### src/rtl/sequencer_pkg.sv
// sequencer_pkg: shared FSM state type, default pattern constants and bit-count width helper.
package sequencer_pkg;

    typedef enum logic {IDLE, SHIFT} state_t;

    localparam int DEF_DATA_W = 8;
    localparam int DEF_PAT_W = 8;
    localparam logic [DEF_PAT_W-1:0] DEF_PATTERN = 8'b0101_0111;

    function automatic int cnt_w(input int w);
        return (w > 1) ? $clog2(w) : 1;
    endfunction

    localparam int BIT_CNT_W = cnt_w(DEF_DATA_W);

endpackage

### src/rtl/seq_bit_detector.sv
// seq_bit_detector: serial bit history with saturating fill count and registered match pulse.
module seq_bit_detector
    import sequencer_pkg::*;
#(
    parameter int PAT_W = DEF_PAT_W,
    parameter logic [PAT_W-1:0] PATTERN = DEF_PATTERN
) (
    input  logic clk,
    input  logic reset,
    input  logic bit_en,
    input  logic bit_in,
    output logic match
);

    localparam int VW = $clog2(PAT_W + 1);

    logic [PAT_W-1:0] history_d, history_q;
    logic [VW-1:0] valid_d, valid_q;
    logic match_d, match_q;

    // shift the new bit in and flag a match once the window is fully populated
    always_comb begin
        history_d = bit_en ? PAT_W'({history_q, bit_in}) : history_q;
        valid_d = (bit_en && valid_q != VW'(PAT_W)) ? valid_q + 1'b1 : valid_q;
        match_d = bit_en && history_d == PATTERN && valid_d == VW'(PAT_W);
    end

    // state registers, cleared by reset so a dropped partial byte cannot match later
    always_ff @(posedge clk or posedge reset) begin
        if (reset) begin
            history_q <= '0;
            valid_q <= '0;
            match_q <= 1'b0;
        end else begin
            history_q <= history_d;
            valid_q <= valid_d;
            match_q <= match_d;
        end
    end

    assign match = match_q;

endmodule

### src/rtl/sequencer.sv
// sequencer: byte handshake + MSB-first serializer feeding a bit-level pattern detector.
// Optional match_count output enabled by SEQUENCER_MATCH_CNT_EN.
module sequencer
    import sequencer_pkg::*;
#(
    parameter int DATA_W = DEF_DATA_W,
    parameter int PAT_W = DEF_PAT_W,
    parameter logic [PAT_W-1:0] PATTERN = DEF_PATTERN
) (
    input  logic              clk,
    input  logic              reset,
    input  logic [DATA_W-1:0] data,
    input  logic              sent,
    output logic              ready,
    output logic              match
`ifdef SEQUENCER_MATCH_CNT_EN
    ,
    output logic [7:0]        match_count
`endif
);

    localparam int CW = cnt_w(DATA_W);

    state_t state_d, state_q;
    logic ready_d, ready_q;
    logic [DATA_W-1:0] sreg_d, sreg_q;
    logic [CW-1:0] cnt_d, cnt_q;
    logic accept, shifting, last;

    // accept a byte in IDLE, then emit one bit per cycle until the byte is exhausted
    always_comb begin
        accept = sent && ready_q;
        shifting = state_q == SHIFT;
        last = shifting && cnt_q == CW'(DATA_W - 1);
        state_d = accept ? SHIFT : last ? IDLE : state_q;
        ready_d = accept ? 1'b0 : last ? 1'b1 : ready_q;
        sreg_d = accept ? data : shifting ? sreg_q << 1 : sreg_q;
        cnt_d = (accept || last) ? '0 : shifting ? cnt_q + 1'b1 : cnt_q;
    end

    // handshake/serializer state registers
    always_ff @(posedge clk or posedge reset) begin
        if (reset) begin
            state_q <= IDLE;
            ready_q <= 1'b1;
            sreg_q <= '0;
            cnt_q <= '0;
        end else begin
            state_q <= state_d;
            ready_q <= ready_d;
            sreg_q <= sreg_d;
            cnt_q <= cnt_d;
        end
    end

    assign ready = ready_q;

    seq_bit_detector #(.PAT_W(PAT_W), .PATTERN(PATTERN)) u_det (
        .clk(clk),
        .reset(reset),
        .bit_en(shifting),
        .bit_in(sreg_q[DATA_W-1]),
        .match(match)
    );

`ifdef SEQUENCER_MATCH_CNT_EN
    logic [7:0] match_cnt_d, match_cnt_q;

    // saturating count of match pulses since reset
    always_comb match_cnt_d = (match && match_cnt_q != 8'hFF) ? match_cnt_q + 8'd1 : match_cnt_q;

    // match counter register
    always_ff @(posedge clk or posedge reset) begin
        if (reset) match_cnt_q <= '0;
        else match_cnt_q <= match_cnt_d;
    end

    assign match_count = match_cnt_q;
`endif

endmodule

### config.mk
export PLATFORM = sky130hd
export DESIGN_NAME = sequencer
export DESIGN_NICKNAME = d
export VERILOG_FILES = /design/src/rtl/sequencer_pkg.sv /design/src/rtl/seq_bit_detector.sv /design/src/rtl/sequencer.sv
export SDC_FILE = /design/constraint.sdc
export NUM_CORES = 1
export LEC_CHECK = 0
export CAP_MARGIN = 25
export CELL_PAD_IN_SITES_DETAIL_PLACEMENT = 1
export CELL_PAD_IN_SITES_GLOBAL_PLACEMENT = 1
export CORE_ASPECT_RATIO = 1.1
export CORE_MARGIN = 4
export CORE_UTILIZATION = 46
export CTS_BUF_LIST = sky130_fd_sc_hd__clkbuf_4 sky130_fd_sc_hd__clkbuf_8
export DETAILED_ROUTE_END_ITERATION = 8
export PLACE_DENSITY = 0.89
export SLEW_MARGIN = 20
export SYNTH_ARGS = -nofsm -noshare
export SYNTH_HDL_FRONTEND = slang
export SYNTH_SLANG_ARGS = --single-unit
### constraint.sdc
create_clock -name clk -period 1.8 [get_ports clk]
set_input_delay 0.36 -clock clk [delete_from_list [all_inputs] [get_ports clk]]
set_output_delay 0.36 -clock clk [all_outputs]
set_load 0.05 [all_outputs]
==> results of run 1 <==
[cell usage in the layout, fill, tap and decap left out]
cell,count
xnor2_1,1
dfrtp_1,24
nand4_1,1
nand3_1,3
o21ai_0,2
a21oi_1,3
nand3b_1,1
xor2_1,1
clkdlybuf4s50_1,10
o21ai_1,6
clkinvlp_4,1
mux2_4,1
nand4b_1,2
a211o_1,1
a21o_1,1
inv_1,5
mux2_2,8
buf_12,1
a2111oi_2,1
nand2_1,10
and2_1,1
nand2b_1,3
clkbuf_4,3
ha_1,4
dfstp_2,1
nor2_1,2
mux2i_1,9
nand2_2,1
buf_4,4
or4_1,1
[per-layer routing]
metal,part of all wire,global-route usage,up-vias
met2,0.56,0.3108,12
met1,0.41,0.1624,383
li1,-,-,367
met4,0.0065,0.04167,0
met5,0,0,-
met3,0.027,0.02553,2
[through the flow]
step | hold WS (ns) | cells | util | power [W] | instance area (um2)
CTS | 0.3756 | 142 | 0.5787 | 0.002009 | 1343
finish | 0.3696 | 142 | 0.5787 | 0.001989 | 1343
global route | 0.3811 | 142 | 0.5787 | 0.002135 | 1343
floorplan | 0.3866 | 98 | - | 0.001531 | 1150
global placement | 0.4844 | 138 | 0.5658 | 0.001649 | 1313
detailed placement | 0.4924 | 138 | 0.5658 | 0.001757 | 1313
[flip-flops by register name, summed over array words and instances (netlist names)]
| name | count |
|---|---|
| cnt_q | 3 |
| u_det.history_q | 7 |
| u_det.valid_q | 4 |
| ready | 1 |
| sreg_q | 8 |
| u_det.match | 1 |
| shifting | 1 |
[final cells by class]
| type | count | area share |
|---|---|---|
| clock inverters | 1 | 0.005592 |
| well taps | 30 | 0.02796 |
| inverters | 5 | 0.01398 |
| multi-input cells | 63 | 0.3569 |
| repair buffers | 15 | 0.1118 |
| flip-flops and latches | 25 | 0.4669 |
| clock buffers | 3 | 0.01678 |
[power by group]
group / internal, W / total, W / switching, W
sequential: 0.000787 / 0.000986 / 0.000200
clock: 0.0000848 / 0.000258 / 0.000174
combinational: 0.000391 / 0.000744 / 0.000354
total: 0.00126 / 0.00199 / 0.000727
[cells by family after synthesis]
logic type,after synthesis
and+or+nand+nor,25
DFF,25
muxes,18
AOI/OAI and AO/OA,14
buffers and inverters,10
adders and majority gates,4
xor gates and xnor gates,2
[worst max-delay path by stage]
stage               slack (ns)                     to                  startpoint  cells past startpoint
floorplan                 0.32  u_det.match$_DFF_PP0_  u_det.valid_q[0]$_DFF_PP0_                      5
global placement          0.28  u_det.match$_DFF_PP0_  u_det.valid_q[0]$_DFF_PP0_                      5
detailed placement        0.13  u_det.match$_DFF_PP0_  u_det.valid_q[0]$_DFF_PP0_                      5
CTS                       0.09  u_det.match$_DFF_PP0_  u_det.valid_q[0]$_DFF_PP0_                      5
global route              0.04  u_det.match$_DFF_PP0_  u_det.valid_q[0]$_DFF_PP0_                      5
finish                    0.09  u_det.match$_DFF_PP0_  u_det.valid_q[0]$_DFF_PP0_                      5
[worst max-delay path: cells and delay by family, from the launching register on]
family / cells / cell delay (ns)
AND/OR/NAND/NOR: 1 / 0.14
buffers and inverters: 1 / 0.10
AO/OA/AOI/OAI: 2 / 0.72
adder cells (fa/ha/maj): 1 / 0.18
flip-flops: 1 / 0.48
==> flow_metrics.tcl, run 1 <==
set metrics [dict create \
    synth_compound_area_frac 0.07508 \
    vdd_ir_drop_max_v 0.0007330 \
    root_buffer "clkbuf_4" \
    fin_skew_ns 0.006740 \
    post-route-period-util 0.9527 \
    vias 764 \
    cts_max_path_buffers 2 \
    critical_path_class "register to register" \
    fillerInstances 251 \
    die_w_um 55.67 \
    grtUsageTotal 0.1519 \
    yosys_most_used_dff "dfrtp_1" \
    yosys-top-cells-area "dfrtp_1 52%, mux2i_1 7.8%, mux2_2 7.8%, ha_1 4.4%, nand2_1 3.3%" \
    cts_buffers 3 \
    nets 128 \
    drt_iter0_drc 15 \
    ios 13 \
    timing.rr.end "u_det.match$_DFF_PP0_" \
    critPathLaunchType "register" \
    critical_path_required_ns 2.02 \
    seqCellArea_um2 626.9 \
    portBuffers 12 \
    finalHoldViolCount 0 \
    synth_cell_types 28 \
    clkLatencyLatePin_ns 0.32 \
    floorplan.initialDensity 0.4957 \
    antenna_left 0 \
    area_delta_synth_final_pct 16.76 \
    critPathMaxStageDelay_ns 0.48 \
    max_freq_mhz 583.2 \
    worst_slew_pin_slew_ns 0.3208 \
    synth_top_family_by_area "multiplexers" \
    cts_resized 0 \
    setup_viol 0 \
    yosys_warnings 0 \
    path_clk_slew_ns 0.15 \
    relSlewSlack 0.7861 \
    firstDrtPassIters 2 \
    avgSynthCellArea_um2 11.73 \
    antenna_found_initial 0 \
    r2r_slack_ns 0.09 \
    slowest_stage "dfrtp_1" \
    viasPerCell 5.380 \
    synth_top_area_cell "dfrtp_1" \
    synth_area_mm2 0.001150 \
    yosys.area_share.simple 0.1132 \
    die_y_um 60.44 \
    r2r_start "u_det.valid_q[0]$_DFF_PP0_" \
    async_flop_share 1.000 \
    ys_ff_latch 25 \
    outcome "completed" \
    synth_top_area_frac 0.5223 \
    leakage_nw 0.6047 \
    multi_input_comb_area_um2 479.2 \
    power.density_mw_per_mm2 1481 \
    grt_first_pass_wirelength_um 3933 \
    coreArea_mm2 0.002320 \
    endpoint_kind "register" \
    place_hpwl_um 1777 \
    hold_class "input port to asynchronous set/reset pin" \
    clkSinkCount 25 \
    antenna_cells 0 \
    worstPathMaxFanout 6 \
    reg2reg_depth 5 \
    rows 18 \
    slew_violations 0 \
    syn_nets 113 \
    synth_fa_ha_area_frac 0.04353 \
    netlist_instances 98 \
    synth_xor_xnor_area_share 0.01523 \
    setup_ws_ns 0.08520 \
    wl_per_cell_um 16.17 \
    cts_hold_buf 0 \
    synth_common_cells "24 x dfrtp_1, 10 x nand2_1, 9 x mux2i_1" \
    synth_mux_area_frac 0.1697 \
    dpl_worst_slack_ns 0.1299 \
    cts_setup_buffers 0 \
    overflow 0 \
    drc 0 \
    grt_max_degree 26 \
    synth-edff-count 0 \
    path_cells "inv_1, ha_1, nand3b_1, a211o_1, a2111oi_2" \
    fin_setup_tns_ns 0 \
    htreeDepth 1 \
    drt_wl_total_um 2296 \
    die_area_mm2 0.003364 \
    maxCapViolCount 0 \
    yosysMostFrequentCell "dfrtp_1" \
    gp_congestion 0.6926 \
    cts_tree "done" \
    period_minus_slack_ns 1.715 \
    crit_arrival_ns 1.93 \
    rsz0062_at_grt "false" \
    grt_pass1_vias 904 \
    drive_above_1_share 0.1875 \
    synth-seq-area-share 0.5452 \
]
(Power assumes the default switching activity.)
==> inputs of run 2 (changes only) <==
--- a/config.mk
+++ b/config.mk
@@ -14,7 +14,6 @@
 export CTS_BUF_LIST = sky130_fd_sc_hd__clkbuf_4 sky130_fd_sc_hd__clkbuf_8
 export DETAILED_ROUTE_END_ITERATION = 8
 export PLACE_DENSITY = 0.89
-export SLEW_MARGIN = 20
 export SYNTH_ARGS = -nofsm -noshare
 export SYNTH_HDL_FRONTEND = slang
 export SYNTH_SLANG_ARGS = --single-unit
==> results of run 2 <==
Final layout, timing and power as in run 1 (identical DEF).
